`src/rtl/ultrasonic_scheduler.sv`:
```
// Time-multiplexes one ultrasonic measurement engine across N_SENSORS sensors, one frame per period.
// Optional nearest-object tracking is enabled by defining ULTRASONIC_NEAREST_EN.
module ultrasonic_scheduler #(
  parameter int N_SENSORS      = 4,
  parameter int DIST_W         = 8,
  parameter int PERIOD_CYCLES  = 25_000_000,
  parameter int GUARD_CYCLES   = 3_000_000,
  parameter int TIMEOUT_CYCLES = 2_000_000
) (
  input  logic                          clk,
  input  logic                          rst_n,
  input  logic                          enable,
  input  logic [N_SENSORS-1:0]          sensor_mask,
  output logic                          meas_start,
  output logic [$clog2(N_SENSORS)-1:0]  sensor_sel,
  input  logic                          meas_done,
  input  logic [DIST_W-1:0]             meas_distance,
  output logic [N_SENSORS*DIST_W-1:0]   dist_flat,
  output logic [N_SENSORS-1:0]          valid,
  output logic [N_SENSORS-1:0]          timeout_flag,
  output logic                          busy,
  output logic                          frame_done,
  output logic                          overrun
`ifdef ULTRASONIC_NEAREST_EN
  ,
  output logic [DIST_W-1:0]             nearest_dist,
  output logic [$clog2(N_SENSORS)-1:0]  nearest_idx
`endif
);

  localparam int SEL_W    = $clog2(N_SENSORS);
  localparam int PER_W    = $clog2(PERIOD_CYCLES);
  localparam int WAIT_MAX = (TIMEOUT_CYCLES > GUARD_CYCLES) ? TIMEOUT_CYCLES : GUARD_CYCLES;
  localparam int WAIT_W   = $clog2(WAIT_MAX + 1);

  typedef enum logic [1:0] {IDLE, START, MEASURE, GUARD} state_t;

  state_t                state, next_state;
  logic [PER_W-1:0]      period_cnt;
  logic [WAIT_W-1:0]     wait_cnt;
  logic [N_SENSORS-1:0]  frame_mask;
  logic                  tick;
  logic                  store_done, store_timeout;
  logic [SEL_W-1:0]      first_idx, next_idx;
  logic                  has_next;

  assign tick    = enable && (period_cnt == PER_W'(PERIOD_CYCLES - 1));
  assign busy    = (state != IDLE);
  assign overrun = tick && busy;

  // Lowest set bit of the live mask, and next set bit of the frame mask above the current sensor
  always_comb begin
    first_idx = '0;
    next_idx  = '0;
    has_next  = 1'b0;
    for (int i = N_SENSORS - 1; i >= 0; i--) begin
      if (sensor_mask[i]) first_idx = SEL_W'(i);
      if (frame_mask[i] && (SEL_W'(i) > sensor_sel)) begin
        next_idx = SEL_W'(i);
        has_next = 1'b1;
      end
    end
  end

  always_comb begin
    next_state    = state;
    meas_start    = 1'b0;
    frame_done    = 1'b0;
    store_done    = 1'b0;
    store_timeout = 1'b0;
    case (state)
      IDLE:    if (tick && (|sensor_mask)) next_state = START;
      START: begin
        meas_start = 1'b1;
        next_state = MEASURE;
      end
      MEASURE: begin
        if (meas_done) begin
          store_done = 1'b1;
          next_state = GUARD;
        end else if (wait_cnt == WAIT_W'(TIMEOUT_CYCLES - 1)) begin
          store_timeout = 1'b1;
          next_state    = GUARD;
        end
      end
      GUARD: begin
        if (wait_cnt == WAIT_W'(GUARD_CYCLES - 1)) begin
          if (enable && has_next) begin
            next_state = START;
          end else begin
            frame_done = 1'b1;
            next_state = IDLE;
          end
        end
      end
      default: next_state = IDLE;
    endcase
  end

  // wait_cnt restarts from 0 on every state change and serves as both timeout and guard timer
  always_ff @(posedge clk) begin
    if (!rst_n) begin
      state        <= IDLE;
      period_cnt   <= '0;
      wait_cnt     <= '0;
      sensor_sel   <= '0;
      frame_mask   <= '0;
      dist_flat    <= '0;
      valid        <= '0;
      timeout_flag <= '0;
    end else begin
      state <= next_state;
      if (!enable || tick) period_cnt <= '0;
      else                 period_cnt <= period_cnt + 1'b1;
      if ((next_state != state) || (state == IDLE)) wait_cnt <= '0;
      else                                          wait_cnt <= wait_cnt + 1'b1;
      if ((state == IDLE) && (next_state == START)) begin
        frame_mask <= sensor_mask;
        sensor_sel <= first_idx;
      end
      if ((state == GUARD) && (next_state == START)) sensor_sel <= next_idx;
      if (store_done) begin
        dist_flat[sensor_sel*DIST_W +: DIST_W] <= meas_distance;
        valid[sensor_sel]        <= 1'b1;
        timeout_flag[sensor_sel] <= 1'b0;
      end else if (store_timeout) begin
        dist_flat[sensor_sel*DIST_W +: DIST_W] <= '1;
        valid[sensor_sel]        <= 1'b0;
        timeout_flag[sensor_sel] <= 1'b1;
      end
    end
  end

`ifdef ULTRASONIC_NEAREST_EN
  logic [DIST_W-1:0] min_dist;
  logic [SEL_W-1:0]  min_idx;
  logic              min_found;

  // Strict less-than keeps the lowest index on ties
  always_comb begin
    min_dist  = '1;
    min_idx   = '0;
    min_found = 1'b0;
    for (int i = 0; i < N_SENSORS; i++) begin
      if (valid[i] && (!min_found || (dist_flat[i*DIST_W +: DIST_W] < min_dist))) begin
        min_dist  = dist_flat[i*DIST_W +: DIST_W];
        min_idx   = SEL_W'(i);
        min_found = 1'b1;
      end
    end
  end

  always_ff @(posedge clk) begin
    if (!rst_n) begin
      nearest_dist <= '1;
      nearest_idx  <= '0;
    end else if (frame_done) begin
      nearest_dist <= min_dist;
      nearest_idx  <= min_idx;
    end
  end
`endif

endmodule

```
`config.mk`:
```
export PLATFORM = sky130hd
export DESIGN_NAME = ultrasonic_scheduler
export DESIGN_NICKNAME = d
export VERILOG_FILES = /design/src/rtl/ultrasonic_scheduler.sv
export SDC_FILE = /design/constraint.sdc
export NUM_CORES = 1
export LEC_CHECK = 0
export CELL_PAD_IN_SITES_DETAIL_PLACEMENT = 1
export CELL_PAD_IN_SITES_GLOBAL_PLACEMENT = 1
export CORE_MARGIN = 2
export CORE_UTILIZATION = 41
export DETAILED_ROUTE_END_ITERATION = 7
export GPL_TIMING_DRIVEN = 0
export PLACE_DENSITY = 0.75
export SKIP_LAST_GASP = 1
export SLEW_MARGIN = 20
export SYNTH_ARGS = -nofsm -noshare
export SYNTH_HDL_FRONTEND = slang
export SYNTH_SLANG_ARGS = --single-unit
```
`constraint.sdc`:
```
create_clock -name clk -period 2.36 [get_ports clk]
set_input_delay 0.472 -clock clk [delete_from_list [all_inputs] [get_ports clk]]
set_output_delay 0.472 -clock clk [all_outputs]
set_load 0.02 [all_outputs]
```
==> qor.txt <==
status - finished with violations
failing checks - negative setup slack
Power Density - 528 mW/mm²
initial core utilization - 41.6%
nets@finish - 583
worst reg2reg path depth - 9
Mapped Cells - 471
number of detailed-route iterations in the first pass - 4
most common cell in the synthesized netlist - dfxtp_1
combinational power share - 2.8%
vias in the first global route - 3893
H-tree depth - 3
Sink Count - 94
Slowest-stage cell, CP - or4b_4
Clk Tree Root Cell - clkbuf_8
Worst Path Max Fanout - 2
Int Power - 0.00227 W
Worst EP required - 1.89 ns
final wirelength - 11900 µm
fin. max-slew vios - 0
max-cap viol count - 0
Setup WS post-layout - -0.360 ns
io pins - 62
Skew-Pair Late Insertion Delay - 0.37 ns
CP arrival - 2.25 ns
unrepaired setup endpoints after global routing - yes
global-route wire length before repair - 19500 µm
Worst Tran Pin Value - 1.03 ns
Yosys top cell by area - dfxtp_1
Setup CP Type - flop to output port
Clk pin slew, worst setup/hold paths - 0.09 ns
ranking of synthesized cells by area - dfxtp_1 (44%), o211a_1 (5.9%), nor2_1 (5.6%)
post-synth cell types - 48
antenna cell count - 0
number of synthesized flops with an enable pin - 0
Port Buffers - 60
share of layout cells above drive strength 1 - 12.6%
Die H - 106 µm
Slew Limit Headroom - 31.3%
DIE AREA - 0.0112 mm²
Final period util - 115%
post-synthesis sequential area ratio - 44.4%
cell count after placement - 667
worst path cell trace - or4b_4 -> or4_4 -> nor3b_4 -> and2_4 -> buf_6
Worst setup SP type - flop
final hold viol count - 0
switching share of power - 21.8%
flip-flop and latch area - 0.00190 mm²
total grt overflow - 0
Area growth syn-to-layout - 29.8%
Detail Route Antenna Nets - 0
Worst Clk Skew - 0.0124 ns
instance count on the critical path - 5
CTS buffer count - 9
Hold WC Path Type - flop to flop
filler cell count - 1205
routability congestion estimate - 0.816
Worst path max stage delay - 0.53 ns
via count - 3785
setup_tns - -4.01 ns
Avg WL per Cell - 17.0 µm
Synth Register Bits - 94
num rows - 37
leakage power - 2.12 nW
top-area cell type share of the netlist area - 44.4%
pre-CTS setup slack - -0.662 ns
peak supply drop - 0.000321 V
Yosys warnings - 0
synth cell count leaders - dfxtp_1 (94), nor2_1 (63), nand2_1 (39), o211a_1 (25)
Non-Filler Instances - 700
asr flop ratio synth - 0%
Detailed Place HPWL - 8520 µm
CTS Buffer Depth - 2
die width - 106 µm
Crit. End Element - output port
Primary FF master, synth - dfxtp_1
share of total power in the clock network - 42.6%
Avg Cell Area, Syn - 9.00 µm²
Flop pwr share - 54.6%
Net Count, Synth - 495
area of the multi-input gates - 0.00229 mm²
CORE AREA - 0.0102 mm²
vias per inst - 5.41
crit-path leading delay family - simple AND/OR/NAND/NOR gates
CTS tree - yes
net load switching power - 0.000633 W
hold path depth - 1
initial antenna violation count - 0
Peak Freq - 368 MHz
# setup viols final - 54
Worst Path Buf+Inv - 1
DRT iter0 DRCs - 96
GRT Util Overall - 21.8%
DRC errors left - 0
min Tclk post-route - 2.72 ns
Post-Syn Area - 0.00424 mm²
largest net degree at the start of global routing - 16
-- flip-flops by register name, indices dropped and copies added (netlist names), named ones only --
register,count
dist_flat,32
frame_mask,3
period_cnt,25
sensor_sel,2
state,2
wait_cnt,22
-- layer usage --
layer  share of wire, %  global-route usage (%)  routed length, µm  vias up
met1                 45                    27.1               5310     1853
met5                  0                       0                  0        -
met2                 50                    37.9               5900       72
met4                2.0                    7.52                238        0
met3                3.5                    3.90                417       20
li1                   -                       -                  -     1840
-- final timing paths --
kind	slack, ns	endpoint	start
worst max register to register	-0.12	wait_cnt[20]$_SDFF_PP0_	wait_cnt[11]$_SDFF_PP0_
worst min-delay path	0.46	period_cnt[0]$_SDFF_PP0_	period_cnt[0]$_SDFF_PP0_
worst min register to register	0.46	period_cnt[0]$_SDFF_PP0_	period_cnt[0]$_SDFF_PP0_
worst max-delay path	-0.36	frame_done	wait_cnt[11]$_SDFF_PP0_
-- cell usage in the layout, fill, tap and decap left out, types with 14 or more instances in the layout --
cell type	n
clkdlybuf4s50_1	58
nor2_1	63
nand4_1	14
o211a_1	25
xor2_1	16
nand3_1	21
xnor2_1	22
dfxtp_1	85
nand2_1	39
a21o_1	17
inv_1	18
-- cell families (layout without fill, tap and decap cells) --
| group | count (synthesis) | after routing | synth area share, % |
|---|---|---|---|
| AND/OR/NAND/NOR | 195 | 195 | 23.6 |
| AO/OA/AOI/OAI | 96 | 96 | 17.5 |
| flip-flops | 94 | 94 | 44.4 |
| XOR/XNOR | 38 | 38 | 7.85 |
| buffers and inverters | 37 | 130 | 3.57 |
| adder cells (fa/ha/maj) | 8 | 8 | 2.36 |
| multiplexers | 3 | 3 | 0.708 |
-- area by class of cell --
type / instances / share of cell area [%]
Multi-Input combinational cell: 340 / 41.5
Sequential cell: 94 / 34.4
Timing Repair Buffer: 78 / 13.7
Tap cell: 136 / 3.09
Clock buffer: 11 / 2.75
Buffer: 17 / 1.70
Clock inverter: 5 / 1.48
Inverter: 19 / 1.30
-- metrics by stage --
stage | power (W) | hold slack (ns) | util [%] | cell area [µm²]
after floorplan | 0.00165 | 0.413 | - | 4240
after global placement | 0.00170 | 0.426 | 49.2 | 5010
after detailed placement | 0.00170 | 0.448 | 49.2 | 5010
after CTS | 0.00294 | 0.465 | 53.2 | 5410
after global routing | 0.00302 | 0.493 | 54.0 | 5500
final | 0.00291 | 0.457 | 54.0 | 5500
-- what timing repair did --
item | 4_1_cts | 5_1_grt
gates resized for setup | 36 | 20
endpoints found under the setup margin | 52 | 84
hold endpoints to repair | 0 | 0
gates cloned | 2 | 1
setup buffers | 11 | 4
pin swaps | 10 | 12
hold buffers | 0 | 0
-- power by group through the flow --
stage	Combinational, W	Sequential, W	Clock [W]
after global routing	0.0000893	0.00159	0.00134
final	0.0000827	0.00159	0.00124
after detailed placement	0.0000804	0.00162	0
after floorplan	0.0000290	0.00162	0
after CTS	0.0000809	0.00159	0.00128
after global placement	0.0000793	0.00162	0
Power figures use the tool's default switching activity.
